**src/rtl/demux_reg_n.sv**
```systemverilog
// demux_reg_n: 1-to-N registered demultiplexer with manual select and auto-scan routing
module demux_reg_n #(
  parameter int W    = 4,
  parameter int N    = 8,
  parameter int SELW = 3,
  parameter bit HOLD = 1
) (
  input  logic            clk,
  input  logic            rst,
  input  logic [W-1:0]    din,
  input  logic [SELW-1:0] sel,
  input  logic            en,
  input  logic            auto,
  output logic [N*W-1:0]  dout,
  output logic [N-1:0]    dvalid,
  output logic [SELW-1:0] cur_ch,
  output logic            wrap,
  output logic            sel_err
);
  logic [SELW-1:0] scan_ptr, ptr_nxt, tgt;
  logic            sel_ok, hit, last;
  // routing target, write qualifier and scan pointer successor
  always_comb begin
    sel_ok  = {1'b0, sel} < (SELW+1)'(N);
    tgt     = auto ? scan_ptr : sel;
    hit     = en && (auto || sel_ok);
    last    = scan_ptr == SELW'(N-1);
    ptr_nxt = last ? '0 : scan_ptr + 1'b1;
  end
  // channel registers, strobes and scan pointer state
  always_ff @(posedge clk or posedge rst)
    if (rst) begin
      dout     <= '0;
      dvalid   <= '0;
      cur_ch   <= '0;
      wrap     <= 1'b0;
      sel_err  <= 1'b0;
      scan_ptr <= '0;
    end else begin
      for (int k = 0; k < N; k++) begin
        dout[k*W +: W] <= (hit && tgt == SELW'(k)) ? din : (HOLD ? dout[k*W +: W] : '0);
        dvalid[k]      <= hit && tgt == SELW'(k);
      end
      cur_ch   <= hit ? tgt : cur_ch;
      wrap     <= en && auto && last;
      sel_err  <= en && !auto && !sel_ok;
      scan_ptr <= (en && auto) ? ptr_nxt : scan_ptr;
    end
endmodule

```
**config.mk**
```make
export PLATFORM = sky130hd
export DESIGN_NAME = demux_reg_n
export DESIGN_NICKNAME = d
export VERILOG_FILES = /design/src/rtl/demux_reg_n.sv
export SDC_FILE = /design/constraint.sdc
export NUM_CORES = 1
export LEC_CHECK = 0
export ABC_AREA = 0
export CORE_ASPECT_RATIO = 0.7
export CORE_MARGIN = 2
export CORE_UTILIZATION = 35
export CTS_CLUSTER_SIZE = 12
export DETAILED_ROUTE_END_ITERATION = 16
export PLACE_DENSITY = 0.74
export SYNTH_ARGS = -nofsm -noshare
export SYNTH_HDL_FRONTEND = slang
export SYNTH_SLANG_ARGS = --single-unit
```
**constraint.sdc**
```tcl
create_clock -name clk -period 4.5 [get_ports clk]
set_input_delay 0.9 -clock clk [delete_from_list [all_inputs] [get_ports clk]]
set_output_delay 0.9 -clock clk [all_outputs]
set_load 0.1 [all_outputs]
```
==> After elaboration in Yosys (flattened, before gate mapping) <==
Cells that the tools add are included.
{ "word_totals": {"register_bits": 47, "in_bits": 11, "output_inout_bits": 45, "word_cells": 34} }
{ "op_classes": {"addsub": 1, "n_eq_ne": 8, "muxes": 2, "n_reduce_logical": 11} }
{ "op_table": {"columns": ["op", "count"], "rows": [
  ["$eq 3x3->1 const B", 5],
  ["$logic_and 1x1->1", 10],
  ["$eq 3x2->1 const B", 2],
  ["$mux 3", 2],
  ["$add 3x1->3 const B", 1],
  ["$eq 3x1->1 const B", 1],
  ["$logic_not 3->1", 1]
]} }

==> Depth between registers and ports, before layout <==
Gate-level depths: netlist of the first run.
{ "logic_depth": {"ltp_word": 3, "ltp_mapped": 5, "depth_no_buf": 4} }

==> Least setup slack after synthesis of the first run <==
Ideal clock, no wire load.
{ "synth_path": {"path_type": "input to register", "start": "input auto", "end": "register dout[28]", "setup_ns": 0.126, "arrival_ns": 1.821, "required_time_ns": 4.374, "path_slack_ns": 2.553, "cell_stages": 3, "n_path_buf": 0, "path_cell_list": "mux2_2 o211ai_1 mux2_2"} }
{ "synth_via": {"elab_chain_len": 3} }
{ "synth_lines": {"columns": ["element", "line_no", "source"], "rows": [
  ["start, declared", "13", "input logic auto,"],
  ["$mux 3", "25", "tgt = auto ? scan_ptr : sel;"],
  ["$eq 3x3->1", "41", "dout[k*W +: W] <= (hit && tgt == SELW'(k)) ? din : (HOLD ? dout[k*W +: W] : '0);"],
  ["$logic_and 1x1->1", "41", null],
  ["end signal, assigned by index", "41", null],
  ["end, declared", "14", "output logic [N*W-1:0] dout,"]
]} }
Every way passes these cells.
A chain may end at the register's enable or synchronous reset.

==> Worst setup path in the final report of the first run <==
{ "layout_path": {"start": "register dout[2]", "end": "output dout[2]"} }
No word-level cell between the ends.

==> Implementation_results.wiki, run 1 <==
{| class="wikitable"
! Metric !! Value
|-
| Setup crit start kind || register
|-
| Placed Cells || 249
|-
| Die outline width || between 90 and 100 um
|-
| Max clock buf depth || 2
|-
| Transition time at the pin with the least slew margin || ~1.0 ns
|-
| Critical Path Fanout Max || 2
|-
| Clock latency on the worst-skew pair || 0.30 ns
|-
| Type of the most critical hold path || reg2reg
|-
| Mapped Cells || 127
|-
| Wire length of the first global-routing pass || 6450 um
|-
| Number of placement rows || 22
|-
| Maximum Capacitance Violations || 0
|-
| Number of gates on the worst path with buffers counted || 1
|-
| Number of flops mapped to enable cells by yosys || 0
|-
| Register-to-Register Path Depth || 3
|-
| Most common library cell in the layout ignoring fill and taps || sky130_fd_sc_hd__clkdlybuf4s50_1
|-
| Reg-to-reg slack, setup || 2.91 ns
|-
| Proportion of synthesized chip area in sequential cells || 61.1%
|-
| Clk root buf || sky130_fd_sc_hd__clkbuf_8
|-
| Number of cells upsized or downsized after cts || 0
|-
| Initial antenna violation count || 0
|-
| Endpoint type of the worst setup path || output port
|-
| Routed wire length || just under 4000 um
|-
| Slowest CP cell || sky130_fd_sc_hd__clkdlybuf4s50_1
|-
| Chain of cells forming the critical path || clkdlybuf4s50_1
|-
| Non-filler instance count after layout || 257
|-
| CTS buffer count || 5
|-
| Ys async rst share || 100%
|-
| Clock-pin transition on the worst setup and hold timing paths || around 0.09 ns
|-
| Average via count per standard cell || around 4.6
|-
| All-Layer GR Usage || roughly 14%
|-
| Synth Warn # || 0
|-
| Leading cell types in the layout, fill and taps excluded || 54 x sky130_fd_sc_hd__clkdlybuf4s50_1, 47 x sky130_fd_sc_hd__dfrtp_1, 34 x sky130_fd_sc_hd__mux2_2, 8 x sky130_fd_sc_hd__inv_1, 7 x sky130_fd_sc_hd__o211ai_2
|-
| Fin Hold WS || between 0.5 and 0.6 ns
|-
| Last element of the critical path || dout[2]
|-
| Mean post-synth cell area || between 15 and 20 um^2
|-
| Routed length per instance || between 15 and 20 um
|-
| CP max stage delay || 1.14 ns
|-
| FF+latch count, synth || 47
|-
| Time the worst path needs with I/O delays and setup || 2.72 ns
|-
| Placeable core region || between 0.005 and 0.006 mm^2
|-
| Result of the run || finished clean
|-
| Global placement routability congestion || 0.776
|-
| Hold buffers post-CTS || 0
|-
| Period Utilization, post-route || between 60% and 70%
|-
| Detailed Route Iter0 Violations || 26
|-
| Via count of the first global-routing pass || 1251
|-
| Final setup fails || 0
|-
| H-Tree Depth || 2
|-
| Netlist area before placement || 0.00192 mm^2
|-
| Number of distinct library cell variants in the gate-level netlist after synthesis || 21
|-
| Die ar. || ~0.0061 mm^2
|-
| Start-to-end type of the worst setup path || reg2out
|-
| Clock sinks || 47
|-
| Count of antenna-violating nets left after detailed routing || 0
|-
| Most used flip-flop cell after synthesis || sky130_fd_sc_hd__dfrtp_1
|-
| CP bufs+invs || 1
|-
| Clock tree from TritonCTS || done
|-
| Slew margin rel. || 33.4%
|-
| Top delay family on crit path || buffers and inverters
|-
| # Post-CTS Setup Buffers || 0
|-
| Net count of the finished layout || approximately 200
|-
| Fraction of layout instances using a drive strength above 1 || 28.1%
|-
| Antenna diode count || 0
|-
| Fin Clk Skew || 0.00585 ns
|-
| Source of the worst register-to-register timing path || scan_ptr[1]
|-
| Critical Path AT || 1.82 ns
|-
| Critical path launch point || dout[2]
|-
| Final Max Slew Viols || 0
|-
| Number of detailed-route iterations in the first pass || 2
|-
| Total of buffers placed on input and output ports || 54
|-
| Sum of overflow across all layers after global routing || 0
|-
| Top-Level Pins || 56
|-
| End of the worst register-to-register path || dout[29]
|-
| Crit path required time || about 3.6 ns
|-
| Starting density of the core || a little over a third
|-
| Final count of hold timing violations || 0
|-
| Area grow syn2layout || 35.4%
|-
| Overall die height || 66.0 um
|-
| Placed wire-length estimate after detailed placement || around 2700 um
|-
| RSZ-0062 raised after global routing || false
|-
| DRC violations left || 0
|-
| Vias after detailed routing || about 1200
|-
| Largest net degree at the start of global routing || 48
|-
| Accumulated negative setup slack || 0 ns
|-
| Net count of the mapped netlist || 140
|-
| Fmax achieved || 367 MHz
|}
## cells by family after synthesis
group | share of synthesized area, %
adders and majority gates | 1.30
buffers and inverters | 3.32
DFF | 61.1
AOI/OAI and AO/OA | 6.11
other | 0.195
muxes | 22.7
and+or+nand+nor | 5.27
## stage by stage
| stage | util [%] | setup WS [ns] | cell area, um^2 |
|---|---|---|---|
| 4_1_cts | 49.3 | 1.76 | 2610 |
| 5_1_grt | 49.3 | 1.72 | 2610 |
| 3_3_place_gp | 47.8 | 1.60 | 2520 |
| 6_report | 49.3 | 1.78 | 2610 |
| 2_1_floorplan | - | 2.48 | 1920 |
| 3_5_place_dp | 47.8 | 1.55 | 2520 |
## worst min-delay path by stage
stage	start	endpoint	slack (ns)	depth (start not counted)
after floorplan	scan_ptr[0]	scan_ptr[0]	0.57	1
after global placement	dout[20]	dout[20]	0.47	1
after detailed placement	dout[20]	dout[20]	0.49	1
after CTS	dout[28]	dout[28]	0.52	1
after global routing	dout[4]	dout[4]	0.52	1
final	dout[28]	dout[28]	0.51	1
## area by class of cell
cell class	count	area, um^2
well taps	72	90.1
inverters	9	33.8
clock buffers	7	76.3
fillers	489	2680
clock inverters	1	5.00
repair buffers	54	541
flip-flops and latches	47	1180
multi-input cells	67	684
## flip-flops by register name (all words and copies together), names as in the netlist
register  count
cur_ch        3
dvalid        8
scan_ptr      3
wrap          1
dout         32
## Yosys cell counts (2+ instances only)
cell	instances	share of area, %
sky130_fd_sc_hd__buf_4	2	0.78
sky130_fd_sc_hd__nor3_1	2	0.52
sky130_fd_sc_hd__o211ai_2	7	4.6
sky130_fd_sc_hd__mux2i_1	2	1.0
sky130_fd_sc_hd__nor2_1	3	0.59
sky130_fd_sc_hd__inv_1	9	1.8
sky130_fd_sc_hd__a21oi_1	3	0.78
sky130_fd_sc_hd__mux2_2	34	20
sky130_fd_sc_hd__nor3b_2	3	2.0
sky130_fd_sc_hd__ha_1	2	1.3
sky130_fd_sc_hd__and3b_1	3	1.4
sky130_fd_sc_hd__and3_1	2	0.65
sky130_fd_sc_hd__dfrtp_1	47	61
## per-layer routing
layer  global-route usage (%)  share of wire (%)  vias up
met5                        0                  0        -
li1                         -                  -      556
met2                     20.3                 40       38
met3                     4.45                5.8        6
met4                     4.41                1.1        0
met1                     20.0                 53      594
Power of run 1 is not shown: default switching activity piles up to over one toggle a cycle in this logic, so the estimate is an artifact.
==> run 2, diff against run 1 <==
==> constraint.sdc (replaced) <==
create_clock -name clk -period 2.7 [get_ports clk]
set_input_delay 0.54 -clock clk [delete_from_list [all_inputs] [get_ports clk]]
set_output_delay 0.54 -clock clk [all_outputs]
set_load 0.1 [all_outputs]
==> run 2 against run 1 <==
Against the previous run: worst setup slack worse by 1.2 ns; flip-flop and latch count did not move; critical endpoint is now dout[3]; global-route usage grew 0.67 points; clock skew increased by 0.00085 ns; worst hold slack lost 0.0051 ns; largest cell class unchanged.
==> Implementation_results.wiki, run 2 (synthesis gave the netlist of run 1 again) <==
{| class="wikitable"
! Metric !! Value
|-
| Result of the run || finished clean (unchanged)
|-
| Overall die height || 66.0 um (unchanged)
|-
| Final Max Slew Viols || 0 (unchanged)
|-
| Biggest register || dout (unchanged)
|-
| Start-to-end type of the worst setup path || in2reg (was reg2out)
|-
| Clock tree from TritonCTS || done (unchanged)
|-
| H-Tree Depth || 2 (unchanged)
|-
| Max reg flops || 32 (unchanged)
|-
| Post-Place Setup Slack || 0.275 ns (was 1.55 ns)
|-
| Hold buffers post-CTS || 0 (unchanged)
|-
| Largest net degree at the start of global routing || 34 (was 48)
|-
| Number of cells upsized or downsized after cts || 0 (unchanged)
|-
| Initial antenna violation count || 0 (unchanged)
|-
| Source of the worst register-to-register timing path || scan_ptr[0] (was scan_ptr[1])
|-
| End of the worst register-to-register path || dout[29] (unchanged)
|-
| Last element of the critical path || dout[3] (was dout[2])
|-
| Area grow syn2layout || 32.2% (was 35.4%)
|-
| Top delay family on crit path || buffers and inverters (unchanged)
|-
| Starting density of the core || 36.4% (unchanged)
|-
| Time the worst path needs with I/O delays and setup || 2.13 ns
|-
| Number of gates on the worst path with buffers counted || 5 (was 1)
|-
| Count of antenna-violating nets left after detailed routing || 0 (unchanged)
|-
| Clk root buf || sky130_fd_sc_hd__clkbuf_8 (unchanged)
|-
| Routed wire length || 4110 um (was 3880 um)
|-
| Average via count per standard cell || 4.79 (was 4.65)
|-
| CTS buffer count || 5 (unchanged)
|-
| Area of the multi-input gates || 684 um^2 (unchanged)
|-
| Total of buffers placed on input and output ports || 54 (unchanged)
|-
| Critical Path Fanout Max || 9 (was 2)
|-
| Net count of the finished layout || 201 (was 197)
|-
| Accumulated negative setup slack || 0 ns (unchanged)
|-
| Setup crit start kind || input pin (was register)
|-
| Die outline width || 92.6 um (unchanged)
|-
| Placeable core region || 0.00529 mm^2 (unchanged)
|-
| Critical path launch point || auto (was dout[2])
|-
| Endpoint type of the worst setup path || register (was output port)
|-
| Via count of the first global-routing pass || 1310 (was 1251)
|-
| Max clock buf depth || 2 (unchanged)
|-
| Clock sinks || 47 (unchanged)
|-
| Sequential cell area || 0.00118 mm^2 (unchanged)
|-
| Number of detailed-route iterations in the first pass || 4 (was 2)
|-
| Register-to-Register Path Depth || 3 (unchanged)
|-
| Number of placement rows || 22 (unchanged)
|-
| Die ar. || 0.00612 mm^2 (unchanged)
|-
| Global placement routability congestion || 0.831 (was 0.776)
|-
| Chain of cells forming the critical path || clkdlybuf4s50_1 > buf_4 > mux2i_4 > o211ai_2 > mux2_2 (was clkdlybuf4s50_1)
|-
| Top-Level Pins || 56 (unchanged)
|-
| Maximum Capacitance Violations || 0 (unchanged)
|-
| Placed wire-length estimate after detailed placement || 3050 um (was 2740 um)
|-
| Fin Clk Skew || 0.00670 ns (was 0.00585 ns)
|-
| Clock-pin transition on the worst setup and hold timing paths || 0.08 ns (was 0.09 ns)
|-
| Vias after detailed routing || 1249 (was 1194)
|-
| Clock latency on the worst-skew pair || 0.30 ns (about the same)
|-
| Wire length of the first global-routing pass || 6740 um (was 6450 um)
|-
| Slowest CP cell || sky130_fd_sc_hd__clkdlybuf4s50_1 (unchanged)
|-
| Period Utilization, post-route || 78.9%
|-
| Most common library cell in the layout ignoring fill and taps || sky130_fd_sc_hd__buf_4 (was sky130_fd_sc_hd__clkdlybuf4s50_1)
|-
| Type of the most critical hold path || reg2reg (unchanged)
|-
| # Post-CTS Setup Buffers || 0 (unchanged)
|-
| RSZ-0062 raised after global routing || false (unchanged)
|-
| CP max stage delay || 0.63 ns (was 1.14 ns)
|-
| Antenna diode count || 0 (unchanged)
|-
| Layout fillers || 496 (was 489)
|-
| CP bufs+invs || 2 (was 1)
|-
| Final setup fails || 0 (unchanged)
|-
| Detailed Route Iter0 Violations || 71 (was 26)
|-
| Fin Hold WS || 0.506 ns (was 0.511 ns)
|-
| Regs by FF count || dout x32, dvalid x8 (unchanged)
|-
| Routed length per instance || 15.8 um (was 15.1 um)
|-
| All-Layer GR Usage || 14.7% (was 14.0%)
|-
| Fmax achieved || 469 MHz
|-
| Transition time at the pin with the least slew margin || 0.685 ns (was 0.996 ns)
|-
| DRC violations left || 0 (unchanged)
|-
| Reg-to-reg slack, setup || 1.08 ns (was 2.91 ns)
|-
| Worst setup margin || 0.570 ns (was 1.78 ns)
|-
| Leading cell types in the layout, fill and taps excluded || 48 x sky130_fd_sc_hd__buf_4, 47 x sky130_fd_sc_hd__dfrtp_1, 34 x sky130_fd_sc_hd__mux2_2, 10 x sky130_fd_sc_hd__clkdlybuf4s50_1, 8 x sky130_fd_sc_hd__inv_1 (was 54 x sky130_fd_sc_hd__clkdlybuf4s50_1, 47 x sky130_fd_sc_hd__dfrtp_1, 34 x sky130_fd_sc_hd__mux2_2, 8 x sky130_fd_sc_hd__inv_1, 7 x sky130_fd_sc_hd__o211ai_2)
|-
| Critical Path AT || 2.32 ns (was 1.82 ns)
|-
| Final count of hold timing violations || 0 (unchanged)
|-
| Slew margin rel. || 54.3% (was 33.4%)
|-
| Sum of overflow across all layers after global routing || 0 (unchanged)
|-
| Fraction of layout instances using a drive strength above 1 || 53.4% (was 28.1%)
|-
| Crit path required time || 2.89 ns (was 3.60 ns)
|}
## run 2: worst min path at each step
stage,from,end,cells after the start
2_1_floorplan,scan_ptr[0],scan_ptr[0],1
3_3_place_gp,dout[20],dout[20],1
3_5_place_dp,dout[20],dout[20],1
4_1_cts,dout[20],dout[20],1
5_1_grt,dout[29],dout[29],1
6_report,dout[20],dout[20],1
## run 2: through the flow
stage,cell area [um^2],instances,util [%]
floorplan,1920,127,-
global placement,2440,253,46.3
detailed placement,2440,253,46.3
CTS,2540,261,48.2
global route,2540,261,48.2
finish,2540,261,48.2
## run 2: cell type report
cell class	count	area share (%)
sequential	47	46.2
multi-input combinational	67	26.9
timing repair buffer	58	18.1
clock buffer	8	3.93
tap	72	3.54
inverter	9	1.33
## run 2: worst register-to-register path, stage by stage (launching register included)
cell and delay [ns]:
sky130_fd_sc_hd__dfrtp_1 0.48, sky130_fd_sc_hd__and3_1 0.21, sky130_fd_sc_hd__o211ai_1 0.44, sky130_fd_sc_hd__mux2_2 0.39
## run 2: metal layers
metal / global-route usage [%] / vias up / routed length (um)
met4: 3.86 / 0 / 41
met3: 4.68 / 6 / 307
met1: 19.7 / 625 / 1960
li1: - / 576 / -
met5: 0 / - / 0
met2: 23.3 / 42 / 1810
Power of run 2 is left out for the same reason.
